[config.mk]
export PLATFORM = sky130hd
export DESIGN_NAME = adc_stream_emulator
export DESIGN_NICKNAME = d
export VERILOG_FILES = /design/src/rtl/adc_stream_emulator.sv
export SDC_FILE = /design/constraint.sdc
export NUM_CORES = 1
export LEC_CHECK = 0
export BUFFER_PORTS_ARGS = -buffer_cell sky130_fd_sc_hd__clkbuf_2
export CAP_MARGIN = 25
export CORE_ASPECT_RATIO = 2
export CORE_MARGIN = 3
export CORE_UTILIZATION = 60
export CTS_BUF_LIST = sky130_fd_sc_hd__clkbuf_8 sky130_fd_sc_hd__clkbuf_16
export DETAILED_ROUTE_END_ITERATION = 6
export PLACE_DENSITY = 0.85
export SLEW_MARGIN = 25
export SYNTH_ARGS = -nofsm -noshare
export SYNTH_HDL_FRONTEND = slang
export SYNTH_SLANG_ARGS = --single-unit
export TNS_END_PERCENT = 30
[constraint.sdc]
create_clock -name clk -period 7.1 [get_ports clk]
set_input_delay 0.71 -clock clk [delete_from_list [all_inputs] [get_ports clk]]
set_output_delay 0.71 -clock clk [all_outputs]
set_load 0.01 [all_outputs]
[src/rtl/adc_stream_emulator.sv]
// adc_stream_emulator: serialises four captured 12-bit words MSB first on CS start, timed for the controller's receive chain
module adc_stream_emulator #(
  parameter int   LEAD_CYCLES = 1,
  parameter int   NBITS       = 12,
  parameter logic IDLE_LEVEL  = 1'b0
) (
  input  logic             clk,
  input  logic             reset,
  input  logic             ad_cs,
  input  logic [NBITS-1:0] vout_in,
  input  logic [NBITS-1:0] iout_in,
  input  logic [NBITS-1:0] vcap_in,
  input  logic [NBITS-1:0] icap_in,
  input  logic             clear_overrun,
  output logic [1:0]       ad_sdata_a,
  output logic [1:0]       ad_sdata_b,
  output logic             sample_take,
  output logic             busy,
  output logic [7:0]       overrun_cnt
);
  localparam int BW = $clog2(NBITS);
  typedef enum logic [1:0] {IDLE, LEAD, SHIFT} state_t;
  state_t state;
  logic cs_prev;
  logic start;
  logic [3:0] lead_cnt;
  logic [BW-1:0] bit_cnt;
  logic [3:0][NBITS-1:0] sr;
  logic [3:0][NBITS-1:0] sr_sh;
  logic [3:0] msb;
  assign start = ad_cs & ~cs_prev;
  // Word order in sr is {vcap, icap, vout, iout} so msb lines up with {b1, b0, a1, a0}
  always_comb begin
    msb = '0;
    sr_sh = '0;
    for (int i = 0; i < 4; i++) begin
      msb[i] = sr[i][NBITS-1];
      sr_sh[i] = {sr[i][NBITS-2:0], 1'b0};
    end
  end
  always_ff @(posedge clk or posedge reset)
    if (reset) begin
      state <= IDLE;
      cs_prev <= 1'b0;
      lead_cnt <= '0;
      bit_cnt <= '0;
      sr <= '0;
      {ad_sdata_b, ad_sdata_a} <= {4{IDLE_LEVEL}};
      sample_take <= 1'b0;
      busy <= 1'b0;
      overrun_cnt <= '0;
    end else begin
      cs_prev <= ad_cs;
      sample_take <= 1'b0;
      if (clear_overrun)
        overrun_cnt <= '0;
      else if (start && state != IDLE && overrun_cnt != 8'hff)
        overrun_cnt <= overrun_cnt + 8'd1;
      case (state)
        IDLE:
          if (start) begin
            sr <= {vcap_in, icap_in, vout_in, iout_in};
            sample_take <= 1'b1;
            lead_cnt <= 4'(LEAD_CYCLES - 1);
            busy <= 1'b1;
            state <= LEAD;
          end
        LEAD:
          if (lead_cnt == '0) begin
            {ad_sdata_b, ad_sdata_a} <= msb;
            sr <= sr_sh;
            bit_cnt <= BW'(NBITS - 1);
            state <= SHIFT;
          end else
            lead_cnt <= lead_cnt - 4'd1;
        SHIFT:
          if (bit_cnt == '0) begin
            {ad_sdata_b, ad_sdata_a} <= {4{IDLE_LEVEL}};
            busy <= 1'b0;
            state <= IDLE;
          end else begin
            {ad_sdata_b, ad_sdata_a} <= msb;
            sr <= sr_sh;
            bit_cnt <= bit_cnt - BW'(1);
          end
        default: state <= IDLE;
      endcase
    end
endmodule

# Word-level counts from Yosys, hierarchy flattened
# Cells that the tools add are included.
word_totals:
  regBits: 73
  input_bits: 52
  output_inout_bits: 14
  wordCells: 70
op_classes:
  addsub: 3
  eq_ne: 8
  mux: 27
  bitwise: 2
  reduce_logical: 17
op_table:
  columns: ["cell", "n"]
  rows:
  - ["two-way mux 48 bit", 3]
  - ["one-hot mux 48 bit (3 select lines)", 1]
  - ["two-way mux 4 bit", 4]
  - ["two-way mux 8 bit", 2]
  - ["one-hot mux 4 bit (2 select lines)", 2]
  - ["two-way mux 2 bit", 7]
  - ["AND reduction 3 bit", 4]
  - ["inequality test 2 bit (second input constant)", 5]
  - ["nonzero test 2 bit", 5]
  - ["adder 8 x 1 -> 8 bit (second input constant)", 1]
  - ["logical NOT 4 bit", 2]
  - ["inequality test 8 bit (second input constant)", 1]
  - ["one-hot mux 2 bit (2 select lines)", 2]
  - ["subtractor 4 x 1 -> 4 bit (second input constant)", 2]
  - ["one-hot mux 2 bit (3 select lines)", 1]
  - ["two-way mux 1 bit", 4]
  - ["AND reduction 4 bit", 1]
  - ["nonzero test 3 bit", 1]
  - ["== test 2 x 1 -> 1 bit (second input constant)", 1]
  - ["== test 2 bit (second input constant)", 1]
  - ["logical AND 1 bit", 2]
  - ["logical NOT 2 bit", 1]
  - ["one-hot mux 1 bit (2 select lines)", 1]
  - ["AND reduction 2 bit", 1]
  - ["2 further kinds", 2]

# Longest topological paths before layout
logic_depth:
  depth_word: 6
  ltp_mapped: 9
  depth_no_buf: 6

# Worst setup path before layout
# OpenSTA, ideal clock, no wires.
synth_path:
  path_type: "reg2reg"
  from: "reg lead_cnt[0]"
  to: "reg sr, in the netlist msb[0]"
  setup_ns: 0.127
  t_arrival_ns: 2.218
  t_required_ns: 6.973
  path_slack_ns: 4.755
  path_stages_with_launch: 10
  n_path_buf: 3
  period_less_slack_ns: 2.345
  cell_sequence: "dfrtp_1 -> inv_1 -> ha_1 -> or3b_4 -> and2_1 -> buf_2 -> nor4b_4 -> buf_6 -> buf_8 -> mux2_1"
synth_between:
  elab_chain_cells: 3
synth_rtl:
  columns: ["element", "line_no", "text"]
  rows:
  - ["start, declared", "26", "logic [3:0] lead_cnt;"]
  - ["start signal, assigned", "64", "lead_cnt <= 4'(LEAD_CYCLES - 1);"]
  - ["start signal, assigned", "75", "lead_cnt <= lead_cnt - 4'd1;"]
  - ["logical NOT 4 bit", "69", "if (lead_cnt == '0) begin"]
  - ["inequality test 2 bit (no source line)", null, null]
  - ["AND reduction 4 bit (no source line)", null, null]
  - ["end signal, assigned", "62", "sr <= {vcap_in, icap_in, vout_in, iout_in};"]
  - ["end signal, assigned", "71", "sr <= sr_sh;"]
  - ["end signal, assigned", "83", "sr <= sr_sh;"]
  - ["end, declared", "28", "logic [3:0][NBITS-1:0] sr;"]
# No other way between the ends.
# A chain may end at the register's enable or synchronous reset.

# Worst setup path in the final report
layout_path:
  from: "reg lead_cnt[1]"
  to: "reg sr[33] (netlist name)"
# Same word-level chain as after synthesis.

==> summary.md <==
| Metric | Value |
|---|---|
| Status | finished, final reports clean |
| Power share of the sequential group | 32.1% |
| Hold buffers post-CTS | 0 |
| Met1 WL | 2.51 mm |
| Vias in the first global route | 2,555 |
| Syn Nets | 354 |
| Fin crit period | 2.69 ns |
| Mapped Avg Cell Area | 12.6 sq um |
| Switch share | 31.9% |
| Cell area after synthesis | 3700 sq um |
| Initial Util | 63.1% |
| Static Leak | 2.06 nW |
| Post-synth EDFFs | 0 |
| Post-synth cell types | 39 |
| Post CTS Setup Buffer Count | 0 |
| Layout area overhead | 17.8% |
| Top Metal Used | met4 |
| Fill cell count | 416 |
| Post-CTS Resized | 0 |
| IO buf count | 65 |
| Remaining Overflow, GRT | 0 |
| CP endpoint kind | flip-flop |
| Clock tree from TritonCTS | built |
| Clk pwr share | 20.7% |
| Hold WC Path Type | reg2reg |
| First-pass GRT wire length | 11.5 mm |
| H-tree Lvls | 3 |
| Gr usage total | 21.7% |
| Boundary Pins | 66 |
| Drt pass-1 iters | 4 |
| TritonCTS Buffers | 9 |
| Crit path DAT | 2.90 ns |
| Routed wire length | 6.87 mm |
| CP required | 7.31 ns |
| Core area | 5860 sq um |
| Seq/Total Area, Yosys | 49.4% |
| Setup-failing EPs final | 0 |
| Met2 Wirelength | 3.85 mm |
| Worst Hold End | sr[14]$_DFFE_PP0P_ |
| Worst-Skew Late Latency | 0.33 ns |
| Antenna diodes | 0 |
| Routed vias | 2,454 |
| Max_slew headroom | 40.7% |
| # rows | 39 |
| Initial DRC count | 119 |
| FF-to-FF End | sr[33]$_DFFE_PP0P_ |
| Nets | 420 |
| Max Cap Violations | 0 |
| Wire per inst | 16.2 um |
| #FFs+latches synth | 73 |
| RePlAce Congestion | 0.868 |
| Worst hold path depth | 1 |
| Slowest CP cell | buf_4 |
| R2R Setup Slk | 4.41 ns |
| CTS Root Buffer Type | clkbuf_16 |
| Worst Skew | 0.00484 ns |
| Unrepaired setup endpoints after global routing | false |
| Crit Path Max Fanout | 48 |
| Height of the die | 117 um |
| FF-to-FF path depth | 7 |
| Remaining routing DRC violations | 0 |
| Reg2reg start | lead_cnt[1]$_DFFE_PP0P_ |
| Clk pin slew, worst setup/hold paths | 0.05 ns |
| Fmax | 0.372 GHz |
| Setup CP Type | reg2reg |
| DIE AREA | 7200 sq um |
| Initial antenna violation count | 0 |
| Sw power | 695 uW |
| VDD IR max | 320 uV |
| Ys flop type | dfrtp_1 |
| Largest net degree at the start of global routing | 74 |
| Share of cells above drive strength 1 | 45.1% |
| Post-synthesis instance total | 293 |
| ANT nets after route | 0 |
| Final Hold Violating Endpoints | 0 |
| Pwr dens | 501 nW/um^2 |
| Final setup TNS | 0 ns |
| Post-DP HPWL | 4.83 mm |
| Slew @ Worst Pin | 0.889 ns |
| YS warnings | 0 |
| Final worst path period share | 37.9% |
| Pins Over Slew Limit | 0 |
| Post-route setup slack | 4.41 ns |
| Hold Startpoint | sr[14]$_DFFE_PP0P_ |
| Startpoint class of the critical path | flip-flop |
| Critical path cell sequence | inv_1 -> ha_1 -> or3b_4 -> and2_1 -> nor4b_4 -> buf_4 -> mux2_2 |
| Internal power | 1.49 mW |
| Comb pwr share | 47.2% |
| Via density | 5.77 |
| Critical path's largest stage delay | 0.53 ns |
| Die W | 61.5 um |
| Clk buf depth | 2 |
| Met3 WL | 319 um |
| Setup WS pre-CTS | 4.44 ns |
| Ys async rst share | 100% |
| CTS sink cnt | 73 |
-- through the flow --
stage | utilization (%) | instances | power, mW | cell area, sq um | hold WS (ns)
global placement | 68.9 | 409 | 1.68 | 4030 | 0.461
floorplan | - | 293 | 1.59 | 3700 | 0.452
global route | 74.4 | 425 | 2.34 | 4360 | 0.499
detailed placement | 68.9 | 409 | 1.73 | 4030 | 0.473
CTS | 74.2 | 425 | 2.19 | 4350 | 0.481
finish | 74.4 | 425 | 2.18 | 4360 | 0.478
-- worst max path at each step --
stage                                  from  slack, ns                        end  cells past startpoint
global placement    lead_cnt[0]$_DFFE_PP0P_       4.50         sr[28]$_DFFE_PP0P_                      7
detailed placement  lead_cnt[1]$_DFFE_PP0P_       4.44         sr[38]$_DFFE_PP0P_                      7
finish              lead_cnt[1]$_DFFE_PP0P_       4.41         sr[33]$_DFFE_PP0P_                      7
CTS                 lead_cnt[1]$_DFFE_PP0P_       4.41         sr[38]$_DFFE_PP0P_                      7
global route        lead_cnt[1]$_DFFE_PP0P_       4.24          sr[6]$_DFFE_PP0P_                      7
floorplan                             reset       4.54  ad_sdata_a[0]$_DFFE_PP0P_                      1
-- placed cells by master (no fill, tap or decap), drive strengths merged, types with 2 or more instances in the layout --
master | netlist | layout
mux2i | 2 | 2
buf | 9 | 2
nor3 | 5 | 5
o2111ai | 2 | 2
mux2 | 94 | 94
ha | 9 | 9
nand2 | 13 | 13
nor2 | 12 | 12
nor2b | 7 | 7
a21oi | 5 | 5
nand4 | 3 | 3
nor3b | 2 | 2
a21bo | 2 | 2
inv | 10 | 10
nand3 | 2 | 2
nand2b | 3 | 3
and2 | 5 | 5
dfrtp | 73 | 73
xor2 | 5 | 5
o21ai | 12 | 12
clkbuf | 3 | 80
o211ai | 3 | 3
-- kinds of logic after synthesis --
| kind of cell | after synthesis | share of synthesized area (%) |
|---|---|---|
| and+or+nand+nor | 56 | 8.22 |
| AOI/OAI and AO/OA | 32 | 5.69 |
| buffers and inverters | 22 | 3.28 |
| adders and majority gates | 9 | 3.05 |
| muxes | 96 | 29.2 |
| xor gates and xnor gates | 5 | 1.18 |
| DFF | 73 | 49.4 |
-- state kept, by name (all words and copies together), names as in the netlist --
name / flops
ad_sdata_b: 2
sample_take: 1
sr: 44
cs_prev: 1
overrun_cnt: 8
state: 2
lead_cnt: 4
msb: 4
bit_cnt: 4
ad_sdata_a: 2
busy: 1
-- critical path: cells and delay by family, from the launching register on --
| kind | cells | cell delay [ns] |
|---|---|---|
| AND/OR/NAND/NOR | 3 | 0.94 |
| multiplexers | 1 | 0.41 |
| buffers and inverters | 2 | 0.63 |
| flip-flops | 1 | 0.38 |
| adder cells (fa/ha/maj) | 1 | 0.19 |
-- routing by layer --
metal | vias up | track usage [%]
met5 | - | 0
met3 | 13 | 5.60
met4 | 0 | 11.5
met1 | 1199 | 23.6
li1 | 1177 | -
met2 | 65 | 37.1
-- cell usage after synthesis (3+ instances only) --
cell,instances,area (sq um)
a21oi_1,5,25.0
and2_1,5,31.3
buf_1,3,11.3
clkbuf_1,3,11.3
dfrtp_1,73,1830
ha_1,9,113
inv_1,10,37.5
mux2_1,20,225
mux2_2,74,833
nand2_1,13,48.8
nand2b_1,3,18.8
nand4_1,3,18.8
nor2_1,12,45.0
nor2b_1,7,43.8
nor3_1,5,25.0
o211ai_1,3,22.5
o21ai_0,12,60.1
xor2_1,5,43.8
-- area by class of cell --
class | count | area, sq um | area share, %
sequential | 73 | 1830 | 41.9
multi-input combinational | 198 | 1760 | 40.4
timing repair buffer | 67 | 340 | 7.81
clock buffer | 15 | 308 | 7.07
tap | 61 | 76.3 | 1.75
inverter | 10 | 37.5 | 0.862
clock inverter | 1 | 5.00 | 0.115
-- power by group through the flow --
stage               registers, mW  logic [mW]  clock network [mW]
global route                0.723        1.14               0.481
finish                      0.701        1.03               0.452
floorplan                   0.684       0.905                   0
detailed placement          0.708        1.02                   0
CTS                         0.702        1.03               0.461
global placement            0.696       0.986                   0
Note: power is estimated with default switching activity, not from simulation.
